### src/rtl/i2c_target_regs.sv
// i2c_target_regs: I2C target giving a bus controller strobe access to an 8-bit register space
module i2c_target_regs #(
   parameter logic [6:0] DEV_ADDR = 7'h36,
   parameter int         SYNC_FF  = 2
) (
   input  logic       clk_i,
   input  logic       rstn_i,
   input  logic       scl_i,
   input  logic       sda_i,
   output logic       sda_oe_o,
   output logic [7:0] reg_addr_o,
   output logic [7:0] reg_wdata_o,
   output logic       reg_we_o,
   output logic       reg_rd_o,
   input  logic [7:0] reg_rdata_i,
   output logic       busy_o
);
   typedef enum logic [3:0] {IDLE, ADDR, ACK_A, PTR, ACK_P, WDATA, ACK_W, RDATA, MACK, WAIT} state_t;
   state_t state_q, state_d;
   logic [SYNC_FF-1:0] scl_sync_q, scl_sync_d, sda_sync_q, sda_sync_d;
   logic scl_h_q, scl_h_d, sda_h_q, sda_h_d;
   logic [7:0] sr_q, sr_d, addr_q, addr_d, wdata_q, wdata_d;
   logic [3:0] cnt_q, cnt_d;
   logic oe_q, oe_d, we_q, we_d, rd_q, rd_d, rw_q, rw_d;
   logic scl, sda, scl_rise, scl_fall, start, stop, byte_done;
   logic [7:0] byte_in;
   assign scl       = scl_sync_q[SYNC_FF-1];
   assign sda       = sda_sync_q[SYNC_FF-1];
   assign scl_rise  = scl & ~scl_h_q;
   assign scl_fall  = ~scl & scl_h_q;
   assign start     = scl & scl_h_q & sda_h_q & ~sda;
   assign stop      = scl & scl_h_q & ~sda_h_q & sda;
   assign byte_in   = {sr_q[6:0], sda};
   assign byte_done = cnt_q == 4'd7;
   always_ff @(posedge clk_i or negedge rstn_i) begin
      if (!rstn_i) begin
         state_q    <= IDLE;
         scl_sync_q <= '1;
         sda_sync_q <= '1;
         scl_h_q    <= 1'b1;
         sda_h_q    <= 1'b1;
         sr_q       <= 8'h00;
         addr_q     <= 8'h00;
         wdata_q    <= 8'h00;
         cnt_q      <= 4'd0;
         oe_q       <= 1'b0;
         we_q       <= 1'b0;
         rd_q       <= 1'b0;
         rw_q       <= 1'b0;
      end else begin
         state_q    <= state_d;
         scl_sync_q <= scl_sync_d;
         sda_sync_q <= sda_sync_d;
         scl_h_q    <= scl_h_d;
         sda_h_q    <= sda_h_d;
         sr_q       <= sr_d;
         addr_q     <= addr_d;
         wdata_q    <= wdata_d;
         cnt_q      <= cnt_d;
         oe_q       <= oe_d;
         we_q       <= we_d;
         rd_q       <= rd_d;
         rw_q       <= rw_d;
      end
   end
   always_comb begin
      state_d = state_q;
      if (start) state_d = ADDR;
      else if (stop) state_d = IDLE;
      else if (scl_rise) begin
         case (state_q)
            ADDR:    if (byte_done) state_d = (byte_in[7:1] == DEV_ADDR) ? ACK_A : IDLE;
            ACK_A:   if (rw_q) state_d = RDATA;
            PTR:     if (byte_done) state_d = ACK_P;
            WDATA:   if (byte_done) state_d = ACK_W;
            MACK:    state_d = sda ? WAIT : RDATA;
            default: ;
         endcase
      end else if (scl_fall) begin
         case (state_q)
            ACK_A:         if (oe_q) state_d = PTR;
            ACK_P, ACK_W:  if (oe_q) state_d = WDATA;
            RDATA:         if (cnt_q == 4'd8) state_d = MACK;
            default: ;
         endcase
      end
   end
   // ACK states use oe_q as their phase: the first fall starts the ACK, the second ends it
   always_comb begin
      scl_sync_d = {scl_sync_q[SYNC_FF-2:0], scl_i};
      sda_sync_d = {sda_sync_q[SYNC_FF-2:0], sda_i};
      scl_h_d    = scl;
      sda_h_d    = sda;
      sr_d       = rd_q ? reg_rdata_i : sr_q;
      cnt_d      = cnt_q;
      addr_d     = addr_q;
      wdata_d    = wdata_q;
      oe_d       = oe_q;
      rw_d       = rw_q;
      we_d       = 1'b0;
      rd_d       = 1'b0;
      if (start || stop) begin
         cnt_d = 4'd0;
         oe_d  = 1'b0;
      end else if (scl_rise) begin
         if (state_q == ADDR || state_q == PTR || state_q == WDATA) begin
            sr_d  = byte_in;
            cnt_d = byte_done ? 4'd0 : cnt_q + 4'd1;
         end
         if (state_q == ADDR && byte_done) rw_d = sda;
         if (state_q == PTR && byte_done) addr_d = byte_in;
         if (state_q == WDATA && byte_done) begin
            wdata_d = byte_in;
            we_d    = 1'b1;
         end
         if (state_q == ACK_A && rw_q) begin
            rd_d  = 1'b1;
            cnt_d = 4'd0;
         end
         if (state_q == MACK && !sda) begin
            addr_d = addr_q + 8'd1;
            rd_d   = 1'b1;
            cnt_d  = 4'd0;
         end
      end else if (scl_fall) begin
         if (state_q == ACK_A || state_q == ACK_P || state_q == ACK_W) oe_d = ~oe_q;
         if (state_q == ACK_W && oe_q) addr_d = addr_q + 8'd1;
         if (state_q == RDATA) begin
            oe_d  = (cnt_q == 4'd8) ? 1'b0 : ~sr_q[7];
            sr_d  = (cnt_q == 4'd8) ? sr_q : {sr_q[6:0], 1'b0};
            cnt_d = (cnt_q == 4'd8) ? cnt_q : cnt_q + 4'd1;
         end
      end
   end
   always_comb begin
      sda_oe_o    = oe_q;
      reg_addr_o  = addr_q;
      reg_wdata_o = wdata_q;
      reg_we_o    = we_q;
      reg_rd_o    = rd_q;
      busy_o      = state_q != IDLE;
   end
endmodule

### config.mk
export PLATFORM = sky130hd
export DESIGN_NAME = i2c_target_regs
export DESIGN_NICKNAME = d
export VERILOG_FILES = /design/src/rtl/i2c_target_regs.sv
export SDC_FILE = /design/constraint.sdc
export NUM_CORES = 1
export LEC_CHECK = 0
export ABC_CLOCK_PERIOD_IN_PS = 4100
export CAP_MARGIN = 20
export CORE_UTILIZATION = 45
export DETAILED_ROUTE_END_ITERATION = 7
export GPL_TIMING_DRIVEN = 0
export PLACE_DENSITY = 0.67
export SYNTH_ARGS = -nofsm -noshare
export SYNTH_HDL_FRONTEND = slang
export SYNTH_SLANG_ARGS = --single-unit
### constraint.sdc
create_clock -name clk_i -period 4.1 [get_ports clk_i]
set_input_delay 1.23 -clock clk_i [delete_from_list [all_inputs] [get_ports clk_i]]
set_output_delay 1.23 -clock clk_i [all_outputs]
set_load 0.02 [all_outputs]
==> impl_results.md, run 1 <==
- Status: complete, no violations
- CP arrival: 2260 ps
- Initial Util: 0.475
- Clk_skew: 9.32 ps
- Post-route DRC: 0
- H-tree depth: 2
- Bufs on Longest Clock Path: 2
- Vias: 2211
- Nets: 331
- Number of flops mapped to enable cells by yosys: 0
- Min cycle time layout: 3490 ps
- Synthesized flop and latch total: 42
- Synth area leaders: dfrtp_1 (37%), dfstp_2 (6.4%), nand2_1 (5.8%)
- Number of synthesis warnings: 0
- Root buf cell: clkbuf_8
- Clk slew on worst S/H paths: 80 ps
- Synth area leader: dfrtp_1
- Total of max-cap violations: 0
- Via density: 5.76
- CTS tree: yes
- Peak supply drop: 302 uV
- WS Path Type: flop to output port
- Final Hold Viols: 0
- FMAX: 286 MHz
- Post-CTS Hold Fix Bufs: 0
- Netlist cell types: 59
- Grt total ovfl: 0
- RSZ-0062 raised after global routing: false
- WP data required: 2870 ps
- Util after Layout: 0.572
- Clk_lat worst skew: 300 ps
- Number of antenna violations at the first check in global routing: 0
- Leakage power: 1.27 nW
- Largest family of logic cells by synthesized area: compound AO/OA/AOI/OAI gates
- Largest net degree at the start of global routing: 34
- Syn avg cell area: 8.97 um2
- Actual slew at the worst max-slew pin: 830 ps
- Core Area: 5170 um2
- Relative slew margins: 0.446
- Resized Gates After CTS: 0
- CP startpoint kind: flop
- GRT Resource Usage Total: 0.224
- CP Max Fanout: 10
- Die height: 75.9 um
- Die ar.: 5760 um2
- Filler instances: 468
- Setup Fix Bufs, Post-CTS: 0
- DR pass1 iterations: 5
- Post-route insts no fill: 384
- TritonCTS Buffers: 5
- Placed cells: 376
- Final worst-path cycle share: 0.852
- Slew Limit Fails: 0
- Vias in the first global route: 1914
- # diodes: 0
- Xor and xnor area share after synthesis: 0.00713
- Primary FF master, synth: dfrtp_1
- Row cnt: 26
- Post-synthesis mux area share: 0.0397
- Number of port buffers: 31
- # setup viols final: 0
- Avg WL per Cell: 15.7 um
- I/O pin total: 32
- Sum Neg Setup Slack: 0 ps
- DRT iter0 DRCs: 212
- Hpwl dp: 4.35 mm
- Detailed Route WL: 6.04 mm
- Most frequent cell after synthesis: nand2_1
- Syn Nets: 292
- Clk sink count: 42
- Area Overhead vs Synth: 20.3%
- Synth Area in Compound Gates: 0.234
- Share of the synthesized area in the top cell type: 0.367
- Async SR Flop Fraction: 1.00
- Synth Area in Adders: 0.0346
- Mapped Area: 2460 um2
- Post-synthesis simple-gate area fraction: 0.187
- First-pass GRT wire length: 9.62 mm
- Routability-driven placement congestion ratio: 0.924
- Synth top cells by count: nand2_1 (38), dfrtp_1 (36), o21ai_0 (23)
- Post-Synthesis Cells: 274
- Layout cells sized above 1: 0.118
- Cell Pwr Density: 554 nW/um2
- Hold Crit Class: flop to flop
- Seq/Total Area, Yosys: 0.431
- Antenna Nets Post-Route: 0
- Endpoint type of the worst setup path: output port
- Die W: 75.9 um
-- metrics by stage --
| stage | total power (W) | setup WS, ps | hold slack [ps] | cell area (um2) |
|---|---|---|---|---|
| 2_1_floorplan | 0.00112 | 1710 | 345 | 2460 |
| 3_3_place_gp | 0.00135 | 700 | 347 | 2860 |
| 3_5_place_dp | 0.00136 | 959 | 348 | 2870 |
| 4_1_cts | 0.00164 | 633 | 360 | 2960 |
| 5_1_grt | 0.00176 | 490 | 365 | 2960 |
| 6_report | 0.00164 | 606 | 358 | 2960 |
-- routing by layer --
layer,up-vias,part of all wire,track usage
met2,75,0.45,0.332
met1,1059,0.48,0.336
li1,1070,-,-
met3,7,0.053,0.0450
met5,-,0,0
met4,0,0.010,0.0514
-- worst max-delay path, cell delays in order (launching register included) --
cell	delay, ps
dfrtp_1	410
clkbuf_1	350
clkbuf_1	420
nor2_1	110
nand2_1	90
clkdlybuf4s50_1	590
-- sequential cells by signal (all words and copies together) (netlist names) --
register / flops
scl_h_q: 1
sda_oe_o: 1
rw_q: 1
cnt_q: 4
sr_q: 8
scl_sync_q: 2
reg_wdata_o: 8
reg_addr_o: 8
sda_sync_q: 2
state_q: 4
sda_h_q: 1
reg_rd_o: 1
reg_we_o: 1
-- placed cells by master (no fill, tap or decap), types with 2 or more instances in the layout --
cell	Yosys	final
a211o_1	2	2
inv_1	18	18
buf_1	2	2
nand4_1	5	5
buf_6	3	3
clkbuf_8	0	5
nand2_1	38	38
o21ai_0	23	23
mux2i_1	3	3
nor2b_1	3	3
a211oi_1	3	3
a21o_1	3	3
mux2_2	6	6
a31oi_1	4	4
nand4b_1	2	2
clkdlybuf4s50_1	0	30
o31ai_1	2	2
nor4_1	2	2
nand3b_1	2	2
dfstp_2	6	6
o221ai_1	3	3
a21oi_1	19	19
nand3_1	10	10
dfrtp_1	36	36
nand2b_1	5	5
o22a_1	2	2
and3_1	4	4
o21ai_1	4	4
a22oi_1	6	6
nor2_1	11	11
buf_2	4	5
ha_1	6	6
a31o_2	2	2
clkbuf_1	8	9
-- final timing paths --
| check | startpoint | end | slack (ps) | cells past startpoint |
|---|---|---|---|---|
| hold / removal | sda_sync_q[0] | sda_sync_q[1] | 360 | 0 |
| max in group asynchronous | rstn_i | sda_sync_q[1] | 2790 | 2 |
| hold reg to reg | sda_sync_q[0] | sda_sync_q[1] | 360 | 0 |
| setup / recovery | state_q[1] | busy_o | 610 | 5 |
| setup reg to reg | state_q[1] | cnt_q[1] | 1640 | 7 |
| min in group asynchronous | rstn_i | state_q[0] | 790 | 1 |
-- report_power, final --
group | leakage [nW] | switching, W | internal (W)
Combinational | 0.728 | 0.000415 | 0.000317
Sequential | 0.500 | 0.000110 | 0.000525
Clock | 0.0452 | 0.000150 | 0.000120
Total | 1.27 | 0.000675 | 0.000962
-- cell type report --
type,instances,area (um2),area share
Tap cell,70,87.6,0.0296
Buffer,18,96.3,0.0326
Inverter,18,67.6,0.0229
Clock buffer,6,72.6,0.0245
Multi-Input combinational cell,196,1230,0.418
Clock inverter,2,13.8,0.00466
Sequential cell,42,1060,0.358
Timing Repair Buffer,32,325,0.110
-- logic make-up (layout without fill, tap and decap cells) --
group,Yosys count,after routing
multiplexers,9,9
flip-flops,42,42
adder cells (fa/ha/maj),7,7
AO/OA/AOI/OAI,87,87
AND/OR/NAND/NOR,91,91
XOR/XNOR,2,2
buffers and inverters,36,76
(Power assumes the default switching activity.)
==> run 2: changes to the inputs <==
- SLEW_MARGIN: unset -> 20
==> impl_results.md, run 2 (synthesis results as in run 1) <==
- Number of port buffers: 31
- Reg2Reg Depth: 6
- Hold Crit Class: flop to flop
- Post-route DRC: 0
- Antenna Nets Post-Route: 0
- Core Area: 5170 um2
- Die W: 75.9 um
- Hpwl dp: 4.33 mm
- Die height: 75.9 um
- Final instance area: 2960 um2
- Hold path start: sda_sync_q[0]
- Clk_skew: 5.57 ps
- Worst hold endpoint: sda_sync_q[1]
- Worst hold path cell count: 0
- Row cnt: 26
- Most frequent cells in the layout: nand2_1 (38), dfrtp_1 (36), clkdlybuf4s50_1 (30)
- # setup viols final: 0
- I/O pin total: 32
- DR pass1 iterations: 4
- Placed cell area: 2870 um2
- DRT iter0 DRCs: 234
- Actual slew at the worst max-slew pin: 804 ps
- H-tree depth: 2
- Vias in the first global route: 1935
- Area Overhead vs Synth: 20.3%
- Leakage power: 1.27 nW
- CP startpoint kind: flop
- Post-CTS Hold Fix Bufs: 0
- # diodes: 0
- Slew Limit Fails: 0
- Clk slew on worst S/H paths: 90 ps
- Initial Util: 0.475
- CP Max Fanout: 10
- CP arrival: 2250 ps
- Relative slew margins: 0.464
- Peak supply drop: 276 uV
- Placed cells: 376
- Clk_lat worst skew: 300 ps
- Endpoint type of the worst setup path: output port
- Clk sink count: 42
- Bufs on Longest Clock Path: 2
- WS Path Type: flop to output port
- FMAX: 287 MHz
- CTS tree: yes
- Setup Fix Bufs, Post-CTS: 0
- Vias: 2139
- Launch point of the worst path: state_q[1]
- Number of antenna violations at the first check in global routing: 0
- Status: complete, no violations
- Setup slack, reg-to-reg: 1630 ps
- Cell Pwr Density: 555 nW/um2
- Die ar.: 5760 um2
- RR Endpoint: state_q[3]
- GRT Resource Usage Total: 0.228
- Min cycle time layout: 3480 ps
- Via density: 5.57
- Avg WL per Cell: 15.8 um
- Total of max-cap violations: 0
- Nets: 331
- Final worst-path cycle share: 0.849
- Launching point of the worst reg2reg path: scl_sync_q[1]
- Commonest non-fill, non-tap cell in the layout: nand2_1
- Sum Neg Setup Slack: 0 ps
- Post-route insts no fill: 384
- Final Hold Viols: 0
- Layout cells sized above 1: 0.118
- TritonCTS Buffers: 5
- Root buf cell: clkbuf_8
- RSZ-0062 raised after global routing: false
- Largest net degree at the start of global routing: 33
- Resized Gates After CTS: 0
- WP data required: 2870 ps
- Grt total ovfl: 0
- Detailed Route WL: 6.07 mm
- First-pass GRT wire length: 9.69 mm
- Routability-driven placement congestion ratio: 0.924
run 2: cell counts in the layout (fill, tap and decap cells not counted):
No cell type changed its count.
run 2: area by class of cell:
type | instances | area [um2]
Fill cell | 452 | 2220
Multi-Input combinational cell | 196 | 1230
Sequential cell | 42 | 1060
Timing Repair Buffer | 32 | 325
Buffer | 18 | 96.3
Tap cell | 70 | 87.6
Clock buffer | 6 | 72.6
Inverter | 18 | 67.6
Clock inverter | 2 | 13.8
run 2: per-layer routing:
layer	GRT usage	vias to the layer above	wire length, um
met5	0	-	0
met4	0.0658	0	47
met3	0.0450	4	306
met2	0.325	52	2730
met1	0.347	1011	2980
li1	-	1072	-
run 2: how the worst max path moves through the flow:
stage / end / cells after the start
floorplan: busy_o / 4
global placement: reg_addr_o[5] / 1
detailed placement: busy_o / 5
CTS: busy_o / 5
global route: busy_o / 5
finish: busy_o / 5
run 2: per-stage QoR:
| step | utilization | power, W | setup WS [ps] | hold WS (ps) |
|---|---|---|---|---|
| detailed placement | 0.555 | 0.00136 | 966 | 347 |
| finish | 0.572 | 0.00164 | 617 | 359 |
| floorplan | - | 0.00112 | 1710 | 345 |
| global route | 0.572 | 0.00176 | 460 | 368 |
| global placement | 0.552 | 0.00135 | 700 | 347 |
| CTS | 0.572 | 0.00164 | 634 | 359 |
run 2: report_power, final:
part / internal, W / switching (W) / leakage, nW / total (W)
clock network: 0.000120 / 0.000153 / 0.0452 / 0.000273
registers: 0.000525 / 0.000110 / 0.500 / 0.000634
logic: 0.000318 / 0.000414 / 0.728 / 0.000732
run 2: critical path: stages, from the launching register on:
cell	delay, ps
dfrtp_1	400
clkbuf_1	340
clkbuf_1	410
nor2_1	110
nand2_1	90
clkdlybuf4s50_1	590
